File: src/rtl/hdc_raw_frame_packer.sv
// Packs a channel-ordered stream of ADC samples into ping-pong buffered RAW_WIDTH frames
// with mode/label sideband, presented downstream over a valid/ready handshake.
`timescale 1ns/1ps
`ifndef MODE_WIDTH
`define MODE_WIDTH 2
`endif
`ifndef LABEL_WIDTH
`define LABEL_WIDTH 4
`endif

module hdc_raw_frame_packer #(
  parameter int NUM_CH       = 64,
  parameter int SLOT_WIDTH   = 16,
  parameter int SAMPLE_WIDTH = 15,
  parameter int MODE_W       = `MODE_WIDTH,
  parameter int LABEL_W      = `LABEL_WIDTH,
  localparam int RAW_WIDTH   = NUM_CH * SLOT_WIDTH
) (
  input  logic                 Clk_CI,
  input  logic                 Reset_RI,
  input  logic                 ValidIn_SI,
  output logic                 ReadyOut_SO,
  input  logic                 SofIn_SI,
  input  logic [15:0]          SampleIn_DI,
  input  logic [MODE_W-1:0]    ModeIn_SI,
  input  logic [LABEL_W-1:0]   LabelIn_DI,
  output logic                 ValidOut_SO,
  input  logic                 ReadyIn_SI,
  output logic [RAW_WIDTH-1:0] Raw_DO,
  output logic [MODE_W-1:0]    ModeOut_SO,
  output logic [LABEL_W-1:0]   LabelOut_DO,
  output logic                 FrameErr_SO,
  output logic [15:0]          FrameCnt_DO
);

  localparam int CNT_W = $clog2(NUM_CH);
  localparam logic [CNT_W-1:0] LAST_CH = CNT_W'(NUM_CH - 1);

  typedef enum logic {S_IDLE, S_FILL} state_t;

  state_t               state_q, state_d;
  logic [CNT_W-1:0]     cnt_q, cnt_d;
  logic [1:0]           full_q, full_d;
  logic                 wr_ptr_q, wr_ptr_d;
  logic                 rd_ptr_q, rd_ptr_d;
  logic                 ready_q, ready_d;
  logic                 err_q, err_d;
  logic [15:0]          frame_cnt_q, frame_cnt_d;

  logic [RAW_WIDTH-1:0] buf_q [2];
  logic [RAW_WIDTH-1:0] buf_d [2];
  logic [MODE_W-1:0]    mode_q [2];
  logic [MODE_W-1:0]    mode_d [2];
  logic [LABEL_W-1:0]   label_q [2];
  logic [LABEL_W-1:0]   label_d [2];

  logic                  in_xfer;
  logic                  out_xfer;
  logic                  wr_en;
  logic                  cap_side;
  logic [CNT_W-1:0]      wr_slot;
  logic [SLOT_WIDTH-1:0] slot_val;
  logic                  unused_sample_msb;

  assign unused_sample_msb = ^SampleIn_DI[15:SAMPLE_WIDTH];

  assign in_xfer  = ValidIn_SI & ready_q;
  assign out_xfer = full_q[rd_ptr_q] & ReadyIn_SI;
  assign slot_val = {{(SLOT_WIDTH - SAMPLE_WIDTH){1'b0}}, SampleIn_DI[SAMPLE_WIDTH-1:0]};

  // Write FSM, buffer bookkeeping and downstream handshake
  always_comb begin
    state_d     = state_q;
    cnt_d       = cnt_q;
    full_d      = full_q;
    wr_ptr_d    = wr_ptr_q;
    rd_ptr_d    = rd_ptr_q;
    frame_cnt_d = frame_cnt_q;
    err_d       = 1'b0;
    wr_en       = 1'b0;
    cap_side    = 1'b0;
    wr_slot     = cnt_q;

    if (in_xfer) begin
      if (SofIn_SI) begin
        // A SOF inside a frame restarts it in the same buffer; stale slots get overwritten.
        err_d    = (state_q == S_FILL);
        state_d  = S_FILL;
        cnt_d    = CNT_W'(1);
        wr_slot  = '0;
        wr_en    = 1'b1;
        cap_side = 1'b1;
      end else if (state_q == S_IDLE) begin
        err_d = 1'b1;
      end else begin
        wr_en = 1'b1;
        if (cnt_q == LAST_CH) begin
          full_d[wr_ptr_q] = 1'b1;
          wr_ptr_d         = ~wr_ptr_q;
          state_d          = S_IDLE;
          cnt_d            = '0;
        end else begin
          cnt_d = cnt_q + CNT_W'(1);
        end
      end
    end

    if (out_xfer) begin
      full_d[rd_ptr_q] = 1'b0;
      rd_ptr_d         = ~rd_ptr_q;
      frame_cnt_d      = frame_cnt_q + 16'd1;
    end

    ready_d = ~full_d[wr_ptr_d];
  end

  always_comb begin
    buf_d   = buf_q;
    mode_d  = mode_q;
    label_d = label_q;
    if (wr_en) begin
      buf_d[wr_ptr_q][int'(wr_slot) * SLOT_WIDTH +: SLOT_WIDTH] = slot_val;
    end
    if (cap_side) begin
      mode_d[wr_ptr_q]  = ModeIn_SI;
      label_d[wr_ptr_q] = LabelIn_DI;
    end
  end

  always_ff @(posedge Clk_CI or posedge Reset_RI) begin
    if (Reset_RI) begin
      state_q     <= S_IDLE;
      cnt_q       <= '0;
      full_q      <= '0;
      wr_ptr_q    <= 1'b0;
      rd_ptr_q    <= 1'b0;
      ready_q     <= 1'b1;
      err_q       <= 1'b0;
      frame_cnt_q <= '0;
    end else begin
      state_q     <= state_d;
      cnt_q       <= cnt_d;
      full_q      <= full_d;
      wr_ptr_q    <= wr_ptr_d;
      rd_ptr_q    <= rd_ptr_d;
      ready_q     <= ready_d;
      err_q       <= err_d;
      frame_cnt_q <= frame_cnt_d;
    end
  end

  // Payload storage carries no reset; an empty buffer is never presented.
  always_ff @(posedge Clk_CI) begin
    buf_q   <= buf_d;
    mode_q  <= mode_d;
    label_q <= label_d;
  end

  assign ReadyOut_SO = ready_q;
  assign ValidOut_SO = full_q[rd_ptr_q];
  assign Raw_DO      = full_q[rd_ptr_q] ? buf_q[rd_ptr_q]   : '0;
  assign ModeOut_SO  = full_q[rd_ptr_q] ? mode_q[rd_ptr_q]  : '0;
  assign LabelOut_DO = full_q[rd_ptr_q] ? label_q[rd_ptr_q] : '0;
  assign FrameErr_SO = err_q;
  assign FrameCnt_DO = frame_cnt_q;

endmodule

File: config.mk
export PLATFORM = sky130hd
export DESIGN_NAME = hdc_raw_frame_packer
export DESIGN_NICKNAME = d
export VERILOG_FILES = /design/src/rtl/hdc_raw_frame_packer.sv
export SDC_FILE = /design/constraint.sdc
export NUM_CORES = 2
export LEC_CHECK = 0
export ABC_AREA = 1
export CAP_MARGIN = 10
export CORE_AREA = 2 2 533 482
export DETAILED_ROUTE_END_ITERATION = 10
export DIE_AREA = 0 0 535 484
export MAX_ROUTING_LAYER = met4
export PLACE_DENSITY = 0.58
export SYNTH_ARGS = -nofsm -noshare
export SYNTH_HDL_FRONTEND = slang
export SYNTH_SLANG_ARGS = --single-unit
File: constraint.sdc
create_clock -name Clk_CI -period 10.28 [get_ports Clk_CI]
set_input_delay 1.542 -clock Clk_CI [delete_from_list [all_inputs] [get_ports Clk_CI]]
set_output_delay 1.542 -clock Clk_CI [all_outputs]
set_load 0.01 [all_outputs]
## Word-level counts from Yosys, hierarchy flattened

Index checks and enable logic that the tools add are counted.

- Register bits: 2,089
- Input bits: 27
- Output and inout port bits: 1,049
- Word-level logic and storage cells: 97

- Add/sub/neg operators: 3
- $lt $le $gt $ge: 8
- Equal/unequal tests: 1
- Shift operators: 2
- Multiplexer cells: 54
- Bitwise logic cells: 10
- Reductions and logical operators: 5

Operators by type and width:

| operator | number |
|---|---|
| 1024-bit 2-to-1 mux | 5 |
| 2048-bit bitwise mux | 1 |
| 1024-bit demux with 1-bit select | 1 |
| 16-bit by 33-bit variable shift with 1024-bit output, first input constant | 1 |
| 16-bit by 33-bit indexed part select with 1024-bit output | 1 |
| 10-bit negator with 33-bit output | 1 |
| 6-bit 2-to-1 mux | 5 |
| 1-bit 2-to-1 mux | 21 |
| 2-bit 2-to-1 mux | 10 |
| 4-bit 2-to-1 mux | 5 |
| 16-bit by 1-bit adder with 16-bit output, second input constant | 1 |
| 8-bit bitwise mux | 1 |
| 6-bit by 1-bit adder with 6-bit output, second input constant | 1 |
| 6-bit == test, second input constant | 1 |
| 1-bit by 2-bit less-than comparator with 1-bit output, second input constant | 3 |
| 4-bit bitwise mux | 1 |
| 4-bit demux with 1-bit select | 1 |
| 2-bit greater-or-equal comparator, second input constant | 2 |
| 1-bit NOT with 2-bit output | 2 |
| 1-bit logical AND | 3 |
| 1-bit NOT | 3 |
| 1-bit bitwise AND | 2 |
| 2-bit bitwise AND | 1 |
| 1-bit demux with 1-bit select | 2 |
| other kinds (7) | 8 |

## Longest topological paths before layout

- Depth in word-level cells: 14
- Depth in mapped cells: 14
- Depth with buffers taken out: 12

## Worst setup path after synthesis

Ideal clock, no wire load.

- Kind: input to register
- Start point: input ValidIn_SI
- End point: register buf_q[1008] (netlist bit) (enable)
- Setup time: 0.406 ns
- Arrival: 4.286 ns
- Data required time: 9.874 ns
- Path slack: 5.588 ns
- Cell stages on the path: 13
- Buffers on the path: 3
- Cells stage by stage: nand3_2 -> buf_2 -> o21ai_1 -> inv_2 -> nor2_1 -> ha_1 -> clkbuf_1 -> inv_2 -> nand2_1 -> inv_1 -> nand2_2 -> clkbuf_1 -> nor3_1

- Cells in the longest elaborated chain, start to end: 2

RTL lines:

| element | RTL line | text |
|---|---|---|
| from (decl) | 21 | `input logic ValidIn_SI,` |
| 1-bit bitwise AND | 67 | `assign in_xfer = ValidIn_SI & ready_q;` |
| 1-bit 2-to-1 mux | 84 | `if (in_xfer) begin` |
| to (signal assigned) | 154 | `buf_q <= buf_d;` |
| to (decl) | 50 | `logic [RAW_WIDTH-1:0] buf_q [2];` |

No other way between the ends.
A chain may end at the register's enable or synchronous reset.

## Final worst setup path

- Start point: register rd_ptr_q
- End point: output Raw_DO[61]

- Cells in the longest elaborated chain, start to end: 5
- Elaborated cells between the ends (all ways): 7
- Those cells by class: 6 x mux; 1 x bitwise

RTL lines:

| element | RTL line | text |
|---|---|---|
| from (decl) | 45 | `logic rd_ptr_q, rd_ptr_d;` |
| from (signal assigned) | 145 | `rd_ptr_q <= rd_ptr_d;` |
| 1-bit NOT with 2-bit output (not written as such) | 161 | `assign Raw_DO = full_q[rd_ptr_q] ? buf_q[rd_ptr_q] : '0;` |
| 1024-bit 2-to-1 mux (not written as such) (3 in a row) | 161 |  |
| 1024-bit 2-to-1 mux (*) | 161 |  |
| to (decl) | 29 | `output logic [RAW_WIDTH-1:0] Raw_DO,` |

Mark *: on every way between the ends. The rest lies on a longest branch, timed or not. The select of a mux whose other input is x is not followed.

==> metrics.txt <==
cts bufs inserted=206; Vias=70100; Ports=1076; Main synth FF type=edfxtp_1; sequential cell area fraction in the yosys report=66.5%; Die W=535 um; period utilization=70.5%; routability congestion estimate=0.916; drc violations=0; GRT Total Usage=28.9%; leading area contributor after synthesis=edfxtp_1; startpoint class of the critical path=flip-flop; CP top delay family=buffers and inverters; WP data arrival=5710 ps; Layout area overhead=23.6%; Final Non-Filler Cells=14000; area share of the largest cell type after synthesis=65.7%; H-tree depth=4; synth cell count leaders=nand2_1 (4186), edfxtp_1 (1932), nor2_1 (1291), inv_1 (1174), clkbuf_1 (412); pre-CTS setup slack=3090 ps; Initial DRC Count=9558; count leader, synth=nand2_1; worst slew pin tran=1350 ps; drt first pass iters=8; total gr overflow=0; Max-Cap Viols=0; Setup WS post-layout=3030 ps; input/output buffers=1010; Req. time, crit path=8740 ps; die height=484 um; Avg WL per Cell=26.7 um; most used routing layer=met2; final WL=374000 um; Slew Limit Headroom=9.86%; TritonCTS clock tree=built; cells after synthesis=9571; number of cell rows=176; initial antenna violation count=56; endpoints failing setup=0; HP Class=reg2reg; Initial Util=34.8%; clock tree buffer depth=3; placed insts=13600; Clock Tree Root=clkbuf_16; slowest stage cell, crit path=dfrtp_4; CTS Hold Bufs=0; number of enable flip-flop cells after synthesis=1932; design area=109000 sq um; Setup Buffers After CTS=0; met3 Use GR=5.79%; Yosys reg bits=1961; vias in the first global route=66500; WP buf/inv=5; die area=259000 sq um; clk_lat worst skew=880 ps; status=finished, final reports clean; Distinct cells, synth=33; Clock Skew=57.1 ps; setup TNS=0 ps; Vias/cell=5.00; pwr/cell area=276 nW/um^2; maximum clock rate=138 MHz; Antenna Violating Nets Remaining=0; GR Layer Usage met1=38.4%; Critical Path Fanout Max=199; first-pass GRT wire length=509000 um; CTS sink count=1961; Slew Viols, Final=0; largest net degree at the start of global routing=220; RSZ-0062 raised after global routing=false; largest cells by area after synthesis=edfxtp_1 (66%), nand2_1 (18%), nor2_1 (5.5%); CP Class=reg2out; asr flop ratio synth=1.48%; synth warn=0; CTS clk-pin slew, worst paths=60 ps; Avg Inst Size Synth=9.23 sq um; DPL Wire Length=273000 um; GRT met2 Usage=43.4%; post-CTS sizing=0; dpl cell area=102000 sq um; fin nets=10500; worst stage delay on the critical path=980 ps; crit-path cells=buf_12, nand2_1, o21ai_4, buf_4, buf_12, nand2_1, inv_1, clkdlybuf4s50_1; endpoints failing hold=0; Mapped Area=88300 sq um; Leak=46.6 nW; Final min period=7250 ps; Worst IR Drop VDD=0.000415 V; layout cells sized above 1=5.78%; critical path capture point type=output port; core box area=254000 sq um
routing by layer:
metal	routed length, um	vias up
li1	-	31300
met2	168000	3772
met5	0	-
met4	17600	0
met1	154000	34500
met3	34500	525
report_power, final:
| group | total [mW] | internal (mW) | switching [mW] |
|---|---|---|---|
| Clock | 7.36 | 4.12 | 3.24 |
| Sequential | 9.00 | 8.90 | 0.101 |
| Combinational | 13.8 | 3.87 | 9.96 |
sequential cells by signal (all words and copies together) (netlist names):
signal       count
state_q          1
FrameCnt_DO     16
ReadyOut_SO      1
label_q          8
rd_ptr_q         1
FrameErr_SO      1
buf_q         1920
wr_ptr_q         1
full_q           2
mode_q           4
cnt_q            6
cells in the final DEF (no fill, tap or decap), types with 8 or more instances in the layout:
master,count
nand2_1,4181
edfxtp_1,1932
nor2_1,1220
inv_1,1174
clkdlybuf4s50_1,1010
clkbuf_16,208
nand3_1,185
buf_4,165
conb_1,64
clkinv_1,49
nor2_2,48
clkbuf_1,44
diode_2,37
clkinv_2,35
nor3_2,31
nand4_1,29
nor2_4,29
dfrtp_1,27
nor3_1,24
nor4_1,17
buf_6,16
bufinv_16,15
buf_12,13
xor2_1,11
o21ai_0,8
kinds of logic (layout without fill, tap and decap cells):
group | count (synthesis) | count (layout) | synth area share (%)
other | 1 | 101 | 0.00425
and+or+nand+nor | 5777 | 5777 | 25.1
xor gates and xnor gates | 17 | 17 | 0.190
adders and majority gates | 5 | 5 | 0.0708
AOI/OAI and AO/OA | 19 | 19 | 0.118
buffers and inverters | 1791 | 2765 | 8.02
DFF | 1961 | 1961 | 66.5
stage by stage:
stage	power, mW	utilization, %	hold WS (ps)
2_1_floorplan	15.6	-	504
3_3_place_gp	22.9	40.3	461
3_5_place_dp	22.8	40.3	469
4_1_cts	30.1	42.9	481
5_1_grt	31.4	43.0	511
6_report	30.2	43.0	472
cell type report:
cell class	instances	area, sq um
diodes	37	92.6
clock buffers	255	5410
clock inverters	122	1160
fillers	24600	145000
inverters	1182	4470
multi-input cells	5882	23300
flip-flops and latches	1961	58700
well taps	3382	4230
repair buffers	1206	11800
worst register-to-register path, stage by stage, from the launching register on:
cell and delay [ps]:
dfstp_2 550, nand3_2 270, nand2_2 280, ha_1 270, buf_4 270, clkinv_1 680, nand3_1 280, nor2_2 870
nand2_1 430, nor3_2 1050
worst paths after layout:
path,startpoint,to,slack (ps),cells past startpoint
setup / recovery,rd_ptr_q$_DFFE_PP0P_,Raw_DO[61],3030,8
hold / removal,FrameCnt_DO[15]$_DFFE_PP0P_,FrameCnt_DO[15]$_DFFE_PP0P_,470,1
hold reg to reg,FrameCnt_DO[15]$_DFFE_PP0P_,FrameCnt_DO[15]$_DFFE_PP0P_,470,1
min in group asynchronous,Reset_RI,FrameCnt_DO[15]$_DFFE_PP0P_,1040,3
max in group asynchronous,Reset_RI,ReadyOut_SO$_DFF_PP1_,8920,3
setup reg to reg,ReadyOut_SO$_DFF_PP1_,buf_q[440]$_DFFE_PP_,4930,9
Note: power is estimated with default switching activity, not from simulation.
